[src/rtl/spin_vote_pkg.sv]
// rtl/spin_vote_pkg.sv - shared types and constants for the spin majority sampler
package spin_vote_pkg;

    typedef enum logic [1:0] {
        ST_IDLE  = 2'd0,
        ST_ACCUM = 2'd1,
        ST_VOTE  = 2'd2
    } vote_state_t;

    localparam logic TIE_ZERO = 1'b0;
    localparam logic TIE_HOLD = 1'b1;

    // Counter width able to hold every count from 0 up to max_samples inclusive
    function automatic int calc_cnt_w(input int max_samples);
        return $clog2(max_samples + 1);
    endfunction

endpackage

[src/rtl/spin_vote_cell.sv]
// rtl/spin_vote_cell.sv - per-spin ones counter with half-count threshold vote
module spin_vote_cell
    import spin_vote_pkg::*;
#(
    parameter int CNT_W = 4
) (
    input  logic             i_clk,
    input  logic             i_rst,
    input  logic             i_clr,
    input  logic             i_inc,
    input  logic [CNT_W-1:0] i_n,
    input  logic             i_tie_sel,
    input  logic             i_prev,
    output logic             o_result,
    output logic             o_extreme
);

    logic [CNT_W-1:0] r_cnt;
    logic [CNT_W:0]   w_twice;
    logic [CNT_W:0]   w_n_ext;

    // Count the ones seen on this spin since the run started
    always_ff @(posedge i_clk) begin
        if (i_rst) begin
            r_cnt <= '0;
        end else if (i_clr) begin
            r_cnt <= '0;
        end else if (i_inc) begin
            r_cnt <= r_cnt + CNT_W'(1);
        end
    end

    // One extra bit keeps 2*cnt exact, so the compare never wraps
    assign w_twice = {r_cnt, 1'b0};
    assign w_n_ext = {1'b0, i_n};

    // Majority against n; an exact half is a tie that either clears or holds the old bit
    always_comb begin
        o_result = 1'b0;
        if (w_twice > w_n_ext) begin
            o_result = 1'b1;
        end else if (w_twice < w_n_ext) begin
            o_result = 1'b0;
        end else begin
            o_result = (i_tie_sel == TIE_HOLD) ? i_prev : TIE_ZERO;
        end
    end

    assign o_extreme = (r_cnt == '0) || (r_cnt == i_n);

endmodule

[src/rtl/spin_majority_sampler.sv]
// rtl/spin_majority_sampler.sv - multi-sample majority vote over the Ising core spin vector
module spin_majority_sampler
    import spin_vote_pkg::*;
#(
    parameter int CORE_SIZE   = 64,
    parameter int MAX_SAMPLES = 15,
    parameter int CNT_W       = calc_cnt_w(MAX_SAMPLES)
) (
    input  logic                 CLK,
    input  logic                 RST,
    input  logic                 START,
    input  logic [CNT_W-1:0]     NUM_SAMPLES,
    input  logic                 TIE_SEL,
    input  logic                 SAMPLE_EN,
    input  logic [CORE_SIZE-1:0] SPIN_IN,
    output logic                 BUSY,
    output logic [CORE_SIZE-1:0] SPIN_OUT,
    output logic                 SPIN_VALID,
    output logic                 UNANIMOUS
);

    vote_state_t          r_state;
    vote_state_t          w_next_state;
    logic [CNT_W-1:0]     r_n;
    logic [CNT_W-1:0]     r_idx;
    logic [CNT_W-1:0]     w_n_clamped;
    logic [CORE_SIZE-1:0] r_spin_out;
    logic                 r_spin_valid;
    logic                 r_unanimous;
    logic                 w_accept;
    logic                 w_take;
    logic                 w_vote;
    logic                 w_last;
    logic [CORE_SIZE-1:0] w_result;
    logic [CORE_SIZE-1:0] w_extreme;

    // When the counter width can exactly represent MAX_SAMPLES no request can exceed it
    generate
        if (MAX_SAMPLES >= (2 ** CNT_W) - 1) begin : g_no_clamp
            assign w_n_clamped = NUM_SAMPLES;
        end else begin : g_clamp
            localparam logic [CNT_W-1:0] MAX_N = CNT_W'(MAX_SAMPLES);
            assign w_n_clamped = (NUM_SAMPLES > MAX_N) ? MAX_N : NUM_SAMPLES;
        end
    endgenerate

    assign w_last = w_take && (r_idx == (r_n - CNT_W'(1)));

    // State register
    always_ff @(posedge CLK) begin
        if (RST) begin
            r_state <= ST_IDLE;
        end else begin
            r_state <= w_next_state;
        end
    end

    // Next-state: IDLE -> ACCUM on a nonzero START, ACCUM -> VOTE on the n-th sample, VOTE lasts one cycle
    always_comb begin
        w_next_state = r_state;
        case (r_state)
            ST_IDLE: begin
                if (START && (NUM_SAMPLES != '0)) begin
                    w_next_state = ST_ACCUM;
                end
            end
            ST_ACCUM: begin
                if (w_last) begin
                    w_next_state = ST_VOTE;
                end
            end
            ST_VOTE: begin
                w_next_state = ST_IDLE;
            end
            default: begin
                w_next_state = ST_IDLE;
            end
        endcase
    end

    // State-decoded strobes; START and SAMPLE_EN only matter in their own state
    always_comb begin
        BUSY     = 1'b0;
        w_accept = 1'b0;
        w_take   = 1'b0;
        w_vote   = 1'b0;
        case (r_state)
            ST_IDLE: begin
                w_accept = START && (NUM_SAMPLES != '0);
            end
            ST_ACCUM: begin
                BUSY   = 1'b1;
                w_take = SAMPLE_EN;
            end
            ST_VOTE: begin
                BUSY   = 1'b1;
                w_vote = 1'b1;
            end
            default: begin
                BUSY = 1'b0;
            end
        endcase
    end

    // Latch the run length on START and track how many samples have been taken
    always_ff @(posedge CLK) begin
        if (RST) begin
            r_n   <= '0;
            r_idx <= '0;
        end else if (w_accept) begin
            r_n   <= w_n_clamped;
            r_idx <= '0;
        end else if (w_take) begin
            r_idx <= r_idx + CNT_W'(1);
        end
    end

    generate
        for (genvar k = 0; k < CORE_SIZE; k++) begin : g_cell
            spin_vote_cell #(
                .CNT_W (CNT_W)
            ) u_cell (
                .i_clk     (CLK),
                .i_rst     (RST),
                .i_clr     (w_accept),
                .i_inc     (w_take & SPIN_IN[k]),
                .i_n       (r_n),
                .i_tie_sel (TIE_SEL),
                .i_prev    (r_spin_out[k]),
                .o_result  (w_result[k]),
                .o_extreme (w_extreme[k])
            );
        end
    endgenerate

    // Capture the vote during the VOTE cycle and pulse valid alongside it
    always_ff @(posedge CLK) begin
        if (RST) begin
            r_spin_out   <= '0;
            r_unanimous  <= 1'b0;
            r_spin_valid <= 1'b0;
        end else begin
            r_spin_valid <= w_vote;
            if (w_vote) begin
                r_spin_out  <= w_result;
                r_unanimous <= &w_extreme;
            end
        end
    end

    assign SPIN_OUT   = r_spin_out;
    assign SPIN_VALID = r_spin_valid;
    assign UNANIMOUS  = r_unanimous;

endmodule

[config.mk]
export PLATFORM = sky130hd
export DESIGN_NAME = spin_majority_sampler
export DESIGN_NICKNAME = d
export VERILOG_FILES = /design/src/rtl/spin_vote_pkg.sv /design/src/rtl/spin_vote_cell.sv /design/src/rtl/spin_majority_sampler.sv
export SDC_FILE = /design/constraint.sdc
export NUM_CORES = 1
export LEC_CHECK = 0
export CORE_ASPECT_RATIO = 0.7
export CORE_MARGIN = 4
export CORE_UTILIZATION = 42
export DETAILED_ROUTE_END_ITERATION = 7
export RECOVER_POWER = 100
export REMOVE_ABC_BUFFERS = 1
export SLEW_MARGIN = 20
export SYNTH_ARGS = -nofsm -noshare
export SYNTH_HDL_FRONTEND = slang
export SYNTH_SLANG_ARGS = --single-unit
[constraint.sdc]
create_clock -name CLK -period 3.5 [get_ports CLK]
set_clock_uncertainty 0.1 [all_clocks]
set_input_delay 0.35 -clock CLK [delete_from_list [all_inputs] [get_ports CLK]]
set_output_delay 0.35 -clock CLK [all_outputs]
set_load 0.05 [all_outputs]
==> impl_metrics.env, run 1 <==
export IMPL_setup_viol=0
export IMPL_synth_edff_count=0
export IMPL_numCtsBuffers=37
export IMPL_drc=0
export IMPL_post_cts_resized=0
export IMPL_syn2layout_area_growth_pct=12.6
export IMPL_slowest_delay_ns=0.75
export IMPL_htreeDepth=2
export IMPL_die_area_mm2=0.0598
export IMPL_worst_pin_slew_ns=1.10
export IMPL_final_nets=3231
export IMPL_antenna_found_initial=2
export IMPL_yosysTopAreaCellShare_pct=28.3
export IMPL_synth_seq_area_share_pct=28.3
export IMPL_critPathSlowestCell="dfxtp_4"
export IMPL_fill_cells=5243
export IMPL_core_area_mm2=0.0553
export IMPL_vias=20106
export IMPL_ys_seq_elements=332
export IMPL_netlist_area_mm2=0.0235
export IMPL_seq_power_share_pct=39.2
export IMPL_path_max_fanout=37
export IMPL_drive_gt1_share_pct=3.96
export IMPL_switching_power_mw=3.07
export IMPL_avgViaCountPerCell=5.59
export IMPL_path_cells="clkinv_2 > clkbuf_4 > ha_1 > nand2_1 > nor3_1 > and3_1 > o21ai_0 > a21oi_1"
export IMPL_p_per_area_mw_per_mm2=380
export IMPL_grtUsageTotal_pct=21.4
export IMPL_swShare_pct=30.5
export IMPL_leakagePower_nw=10.6
export IMPL_synthTopCellsByCount="332 x dfxtp_1, 325 x ha_1, 248 x xnor2_1"
export IMPL_drv_cap=0
export IMPL_synthSimpleGateAreaFrac_pct=17.8
export IMPL_die_x_um=291
export IMPL_min_path_type="input port to flip-flop"
export IMPL_rsz0062_at_grt="false"
export IMPL_grt_pass1_vias=20034
export IMPL_grt_max_degree=73
export IMPL_dr_pass1_iters=5
export IMPL_worstSetupEndpointType="flip-flop"
export IMPL_power_internal_mw=6.99
export IMPL_yosysWarnings=0
export IMPL_wl_per_cell_um=18.2
export IMPL_netlist_instances=2791
export IMPL_wl_mm=65.4
export IMPL_clkPwrFrac_pct=40.3
export IMPL_synth_ff_type="dfxtp_1"
export IMPL_portBuffers=139
export IMPL_cp_start_kind="flip-flop"
export IMPL_place_ws_ns=0.465
export IMPL_required_ns=3.87
export IMPL_synth_compound_area_share_pct=15.7
export IMPL_syn_area_per_cell_um2=8.41
export IMPL_synthAdderAreaFrac_pct=17.3
export IMPL_dieHeight_um=206
export IMPL_cts_buffer_depth=3
export IMPL_synth_top_family_by_area="simple AND/OR/NAND/NOR gates"
export IMPL_clkTransAtPathRegs_ns=0.06
export IMPL_first_iter_violations=1220
export IMPL_rows=72
export IMPL_io_pins=140
export IMPL_slew_headroom_pct=26.7
export IMPL_start_util_pct=42.4
export IMPL_drtAntennaViolNets=0
export IMPL_globalplace_congestion=0.804
export IMPL_fin_util_pct=47.8
export IMPL_post_cts_buffers=0
export IMPL_cts_hold_buffers=0
export IMPL_status="complete, no violations"
export IMPL_fmax_mhz=313
export IMPL_slew_viol_final=0
export IMPL_grt_pass1_wl_mm=106
export IMPL_insertion_delay_ns=0.54
export IMPL_synth_largest_area_cell="dfxtp_1"
export IMPL_synth_cell_types=39
export IMPL_cts_tree="done"
export IMPL_placed_area_mm2=0.0254
export IMPL_combPwrFrac_pct=20.6
export IMPL_synthTopCellsByArea="dfxtp_1 28%, ha_1 17%, xnor2_1 9.3%"
export IMPL_stdcell_area_mm2=0.0264
export IMPL_async_reset_ff_share_pct=0
export IMPL_tns_ns=0
export IMPL_period_needed_ns=3.20
export IMPL_critical_path_class="flip-flop to flip-flop"
export IMPL_cts_num_sinks=332
export IMPL_hold_violations=0
export IMPL_synthMuxAreaShare_pct=0.0426
export IMPL_overflow=0
export IMPL_period_share_pct=91.4
export IMPL_ctsRootBufferMaster="clkbuf_16"
export IMPL_dpl_hpwl_mm=44.4
export IMPL_n_antenna_cell=0
export IMPL_ir_drop_v=0.000311
export IMPL_synth_xor_area_share_pct=14.4
export IMPL_finalWorstSetupSlack_ns=0.301
export IMPL_yosys_cell_count_top_type="dfxtp_1"
export IMPL_arrival_ns=3.57
export IMPL_hold_worst_slack_ns=0.0921
worst paths after layout:
| kind | slack (ns) | end | cells after the start | from |
|---|---|---|---|---|
| max | 0.30 | SPIN_OUT[59] | 8 | r_n[3] |
| min | 0.09 | SPIN_OUT[7] | 2 | RST |
| max reg2reg | 0.30 | SPIN_OUT[59] | 8 | r_n[3] |
| min reg2reg | 0.34 | UNANIMOUS | 2 | UNANIMOUS |
worst max-delay path: cells and delay by family (launching register included):
family,cells,cell delay (ns)
buf+inv,2,1.07
flops,1,0.75
fa+ha+maj,1,0.51
simple gates,3,0.44
compound gates,2,0.22
routing by layer:
metal	wire, um	GRT usage (%)	up-vias
met5	13	0	-
met1	31500	29.4	9605
met2	28400	34.5	505
met4	1670	6.57	2
li1	-	-	9876
met3	3780	3.73	118
state kept, by name (all words and copies together), names as in the netlist:
register             count
UNANIMOUS                1
r_idx                    4
SPIN_OUT                64
g_cell.u_cell.r_cnt    256
r_state                  2
SPIN_VALID               1
r_n                      4
area by class of cell:
cell class / count / area [um^2] / share of cell area [%]
Clock buffer: 56 / 1140 / 4.31
Tap cell: 740 / 926 / 3.50
Multi-Input combinational cell: 2140 / 15300 / 58.0
Sequential cell: 332 / 6660 / 25.2
Timing Repair Buffer: 187 / 1790 / 6.76
Clock inverter: 6 / 83.8 / 0.317
Inverter: 135 / 513 / 1.94
power groups by stage:
stage	clock [mW]	sequential, mW	combinational, mW
6_report	4.05	3.94	2.07
3_3_place_gp	0	4.02	2.03
2_1_floorplan	0	4.09	1.27
4_1_cts	4.14	3.94	2.11
3_5_place_dp	0	4.03	2.10
5_1_grt	4.29	3.95	2.29
metrics by stage:
stage                     power [mW]  instances
after floorplan                 5.35       2607
after global placement          6.06       3534
after detailed placement        6.13       3534
after CTS                       10.2       3596
after global routing            10.5       3596
final                           10.1       3596
cells in the final DEF (no fill, tap or decap), drive strengths merged, types with 3 or more instances in the layout:
master and count:
a211o 64, a211oi 65, a21o 64, a21oi 204
a41oi 43, and3 64, buf 36, clkbuf 70
clkdlybuf4s50 70, clkinv 6, dfxtp 332, dlygate4sd3 67
ha 325, inv 133, nand2 206, nand3 200
nor2 136, nor3 67, nor3b 61, nor4 28
o21ai 131, o22ai 10, or2 3, or3 64
or4 5, xnor2 248, xor2 139
kinds of logic after synthesis:
group / count (synthesis)
simple gates: 842
buf+inv: 319
xor+xnor: 387
mux: 1
compound gates: 585
flops: 332
fa+ha+maj: 325
Power figures use the tool's default switching activity.
==> run 2: changes to the inputs <==
--- a/config.mk
+++ b/config.mk
@@ -5,6 +5,7 @@
 export SDC_FILE = /design/constraint.sdc
 export NUM_CORES = 1
 export LEC_CHECK = 0
+export CAP_MARGIN = 25
 export CORE_ASPECT_RATIO = 0.7
 export CORE_MARGIN = 4
 export CORE_UTILIZATION = 42
==> results of run 2 <==
Same layout as run 1: the final DEF is identical, and so are final timing and power.
==> run 3: changes to the inputs <==
--- a/config.mk
+++ b/config.mk
@@ -5,11 +5,13 @@
 export SDC_FILE = /design/constraint.sdc
 export NUM_CORES = 1
 export LEC_CHECK = 0
+export ABC_CLOCK_PERIOD_IN_PS = 3500
 export CAP_MARGIN = 25
 export CORE_ASPECT_RATIO = 0.7
 export CORE_MARGIN = 4
-export CORE_UTILIZATION = 42
+export CORE_UTILIZATION = 55
 export DETAILED_ROUTE_END_ITERATION = 7
+export PLACE_DENSITY = 0.78
 export RECOVER_POWER = 100
 export REMOVE_ABC_BUFFERS = 1
 export SLEW_MARGIN = 20
==> impl_metrics.env, run 3 (synthesized netlist as in run 1, its figures left out) <==
export IMPL_dieHeight_um=181
export IMPL_globalplace_congestion=0.845
export IMPL_fmax_mhz=320
export IMPL_overflow=0
export IMPL_cp_start_kind="flip-flop"
export IMPL_multi_input_area_mm2=0.0153
export IMPL_place_inst=3341
export IMPL_slew_viol_final=0
export IMPL_ctsRootBufferMaster="clkbuf_16"
export IMPL_slew_headroom_pct=7.29
export IMPL_ir_drop_v=0.000281
export IMPL_post_cts_resized=0
export IMPL_post_cts_buffers=0
export IMPL_rsz0062_at_grt="false"
export IMPL_finalWorstSetupSlack_ns=0.379
export IMPL_status="complete, no violations"
export IMPL_leakagePower_nw=10.6
export IMPL_wl_mm=63.8
export IMPL_drv_cap=0
export IMPL_arrival_ns=3.48
export IMPL_hold_violations=0
export IMPL_die_area_mm2=0.0461
export IMPL_slowest_delay_ns=0.69
export IMPL_grt_pass1_wl_mm=105
export IMPL_cts_buffer_depth=3
export IMPL_critical_path_class="flip-flop to flip-flop"
export IMPL_antenna_found_initial=2
export IMPL_die_x_um=255
export IMPL_min_path_type="input port to flip-flop"
export IMPL_r2r_slack_ns=0.38
export IMPL_dpl_hpwl_mm=43.7
export IMPL_setup_viol=0
export IMPL_syn2layout_area_growth_pct=11.3
export IMPL_drtAntennaViolNets=0
export IMPL_htreeDepth=2
export IMPL_layout_common_cells="328 x dfxtp_1, 325 x ha_1, 248 x xnor2_1"
export IMPL_p_per_area_mw_per_mm2=373
export IMPL_final_common_cell="dfxtp_1"
export IMPL_largest_register_ffs=256
export IMPL_path_max_fanout=24
export IMPL_grtUsageTotal_pct=27.1
export IMPL_hold_worst_slack_ns=0.130
export IMPL_wl_per_cell_um=18.7
export IMPL_critPathTopFamily="buffers and inverters"
export IMPL_period_share_pct=89.2
export IMPL_wl_met1_mm=27.8
export IMPL_fill_cells=3558
export IMPL_numCtsBuffers=36
export IMPL_final_nets=3225
export IMPL_first_iter_violations=1560
export IMPL_reg2reg_depth=8
export IMPL_worstSetupEndpointType="flip-flop"
export IMPL_wl_met2_mm=29.5
export IMPL_place_ws_ns=0.592
export IMPL_cp_num_cells=8
export IMPL_drc=0
export IMPL_wl_met3_mm=4.54
export IMPL_drive_gt1_share_pct=3.93
export IMPL_start_util_pct=55.6
export IMPL_regArea_mm2=0.00666
export IMPL_rows=63
export IMPL_insertion_delay_ns=0.54
export IMPL_maxUsedRoutingLayer="met5"
export IMPL_vias=20619
export IMPL_dr_pass1_iters=7
export IMPL_cts_hold_buffers=0
export IMPL_core_area_mm2=0.0423
export IMPL_grt_max_degree=74
export IMPL_largest_register="g_cell.u_cell.r_cnt"
export IMPL_worst_pin_slew_ns=1.39
export IMPL_stdcell_count=3402
export IMPL_cts_num_sinks=332
export IMPL_worst_path_buf_inv=2
export IMPL_grt_pass1_vias=20771
export IMPL_worstHoldPathCells=2
export IMPL_clkTransAtPathRegs_ns=0.06
export IMPL_period_needed_ns=3.12
export IMPL_cts_tree="done"
export IMPL_critPathSlowestCell="inv_1"
export IMPL_io_pins=140
export IMPL_avgViaCountPerCell=6.06
export IMPL_portBuffers=139
export IMPL_required_ns=3.86
export IMPL_path_cells="inv_1 > clkbuf_2 > ha_1 > nand2_1 > nor3_1 > and3_1 > o21ai_0 > a21oi_1"
-- run 3: cell types whose count changed in the layout (fill, tap and decap cells not counted), moves of 2 or more --
cell / change
buf_6: -2
buf_12: +5
clkbuf_8: -5
clkbuf_1: -6
clkinv_2: +3
clkbuf_16: -2
-- run 3: stage by stage --
stage,power [mW],TNS [ns],cell area [um^2],utilization [%]
global route,10.2,0,26100,61.9
finish,9.74,0,26100,61.9
global placement,5.99,0,25100,59.4
detailed placement,6.09,0,25100,59.4
floorplan,5.35,-671.27,22500,-
CTS,9.80,0,26200,62.0
-- run 3: final timing paths --
path                 from            to
max                r_n[1]  SPIN_OUT[53]
min                   RST  SPIN_OUT[14]
max reg2reg        r_n[1]  SPIN_OUT[53]
min reg2reg  SPIN_OUT[19]  SPIN_OUT[19]
-- run 3: power by group --
group	leakage [nW]	switching (mW)	internal, mW
sequential	2.68	0.112	3.82
combinational	7.35	1.28	0.805
clock	0.544	1.61	2.11
-- run 3: layout make-up --
| class | count | share of cell area [%] |
|---|---|---|
| Multi-Input combinational cell | 2140 | 58.7 |
| Sequential cell | 332 | 25.5 |
| Timing Repair Buffer | 182 | 7.01 |
| Clock buffer | 51 | 3.93 |
| Tap cell | 552 | 2.64 |
| Inverter | 135 | 1.95 |
| Clock inverter | 9 | 0.278 |
| Antenna cell | 1 | 0.00957 |
-- run 3: metal layers --
layer,up-vias,GRT usage (%)
met2,699,45.1
met3,159,3.93
li1,9839,-
met1,9920,36.3
met4,2,8.92
met5,-,0
-- run 3: worst reg2reg max path: stages (launching register included) --
cell and delay (ns):
dfxtp_4 0.68, inv_1 0.70, clkbuf_2 0.49, ha_1 0.37, nand2_1 0.05, nor3_1 0.24, and3_1 0.20, o21ai_0 0.07
a21oi_1 0.15
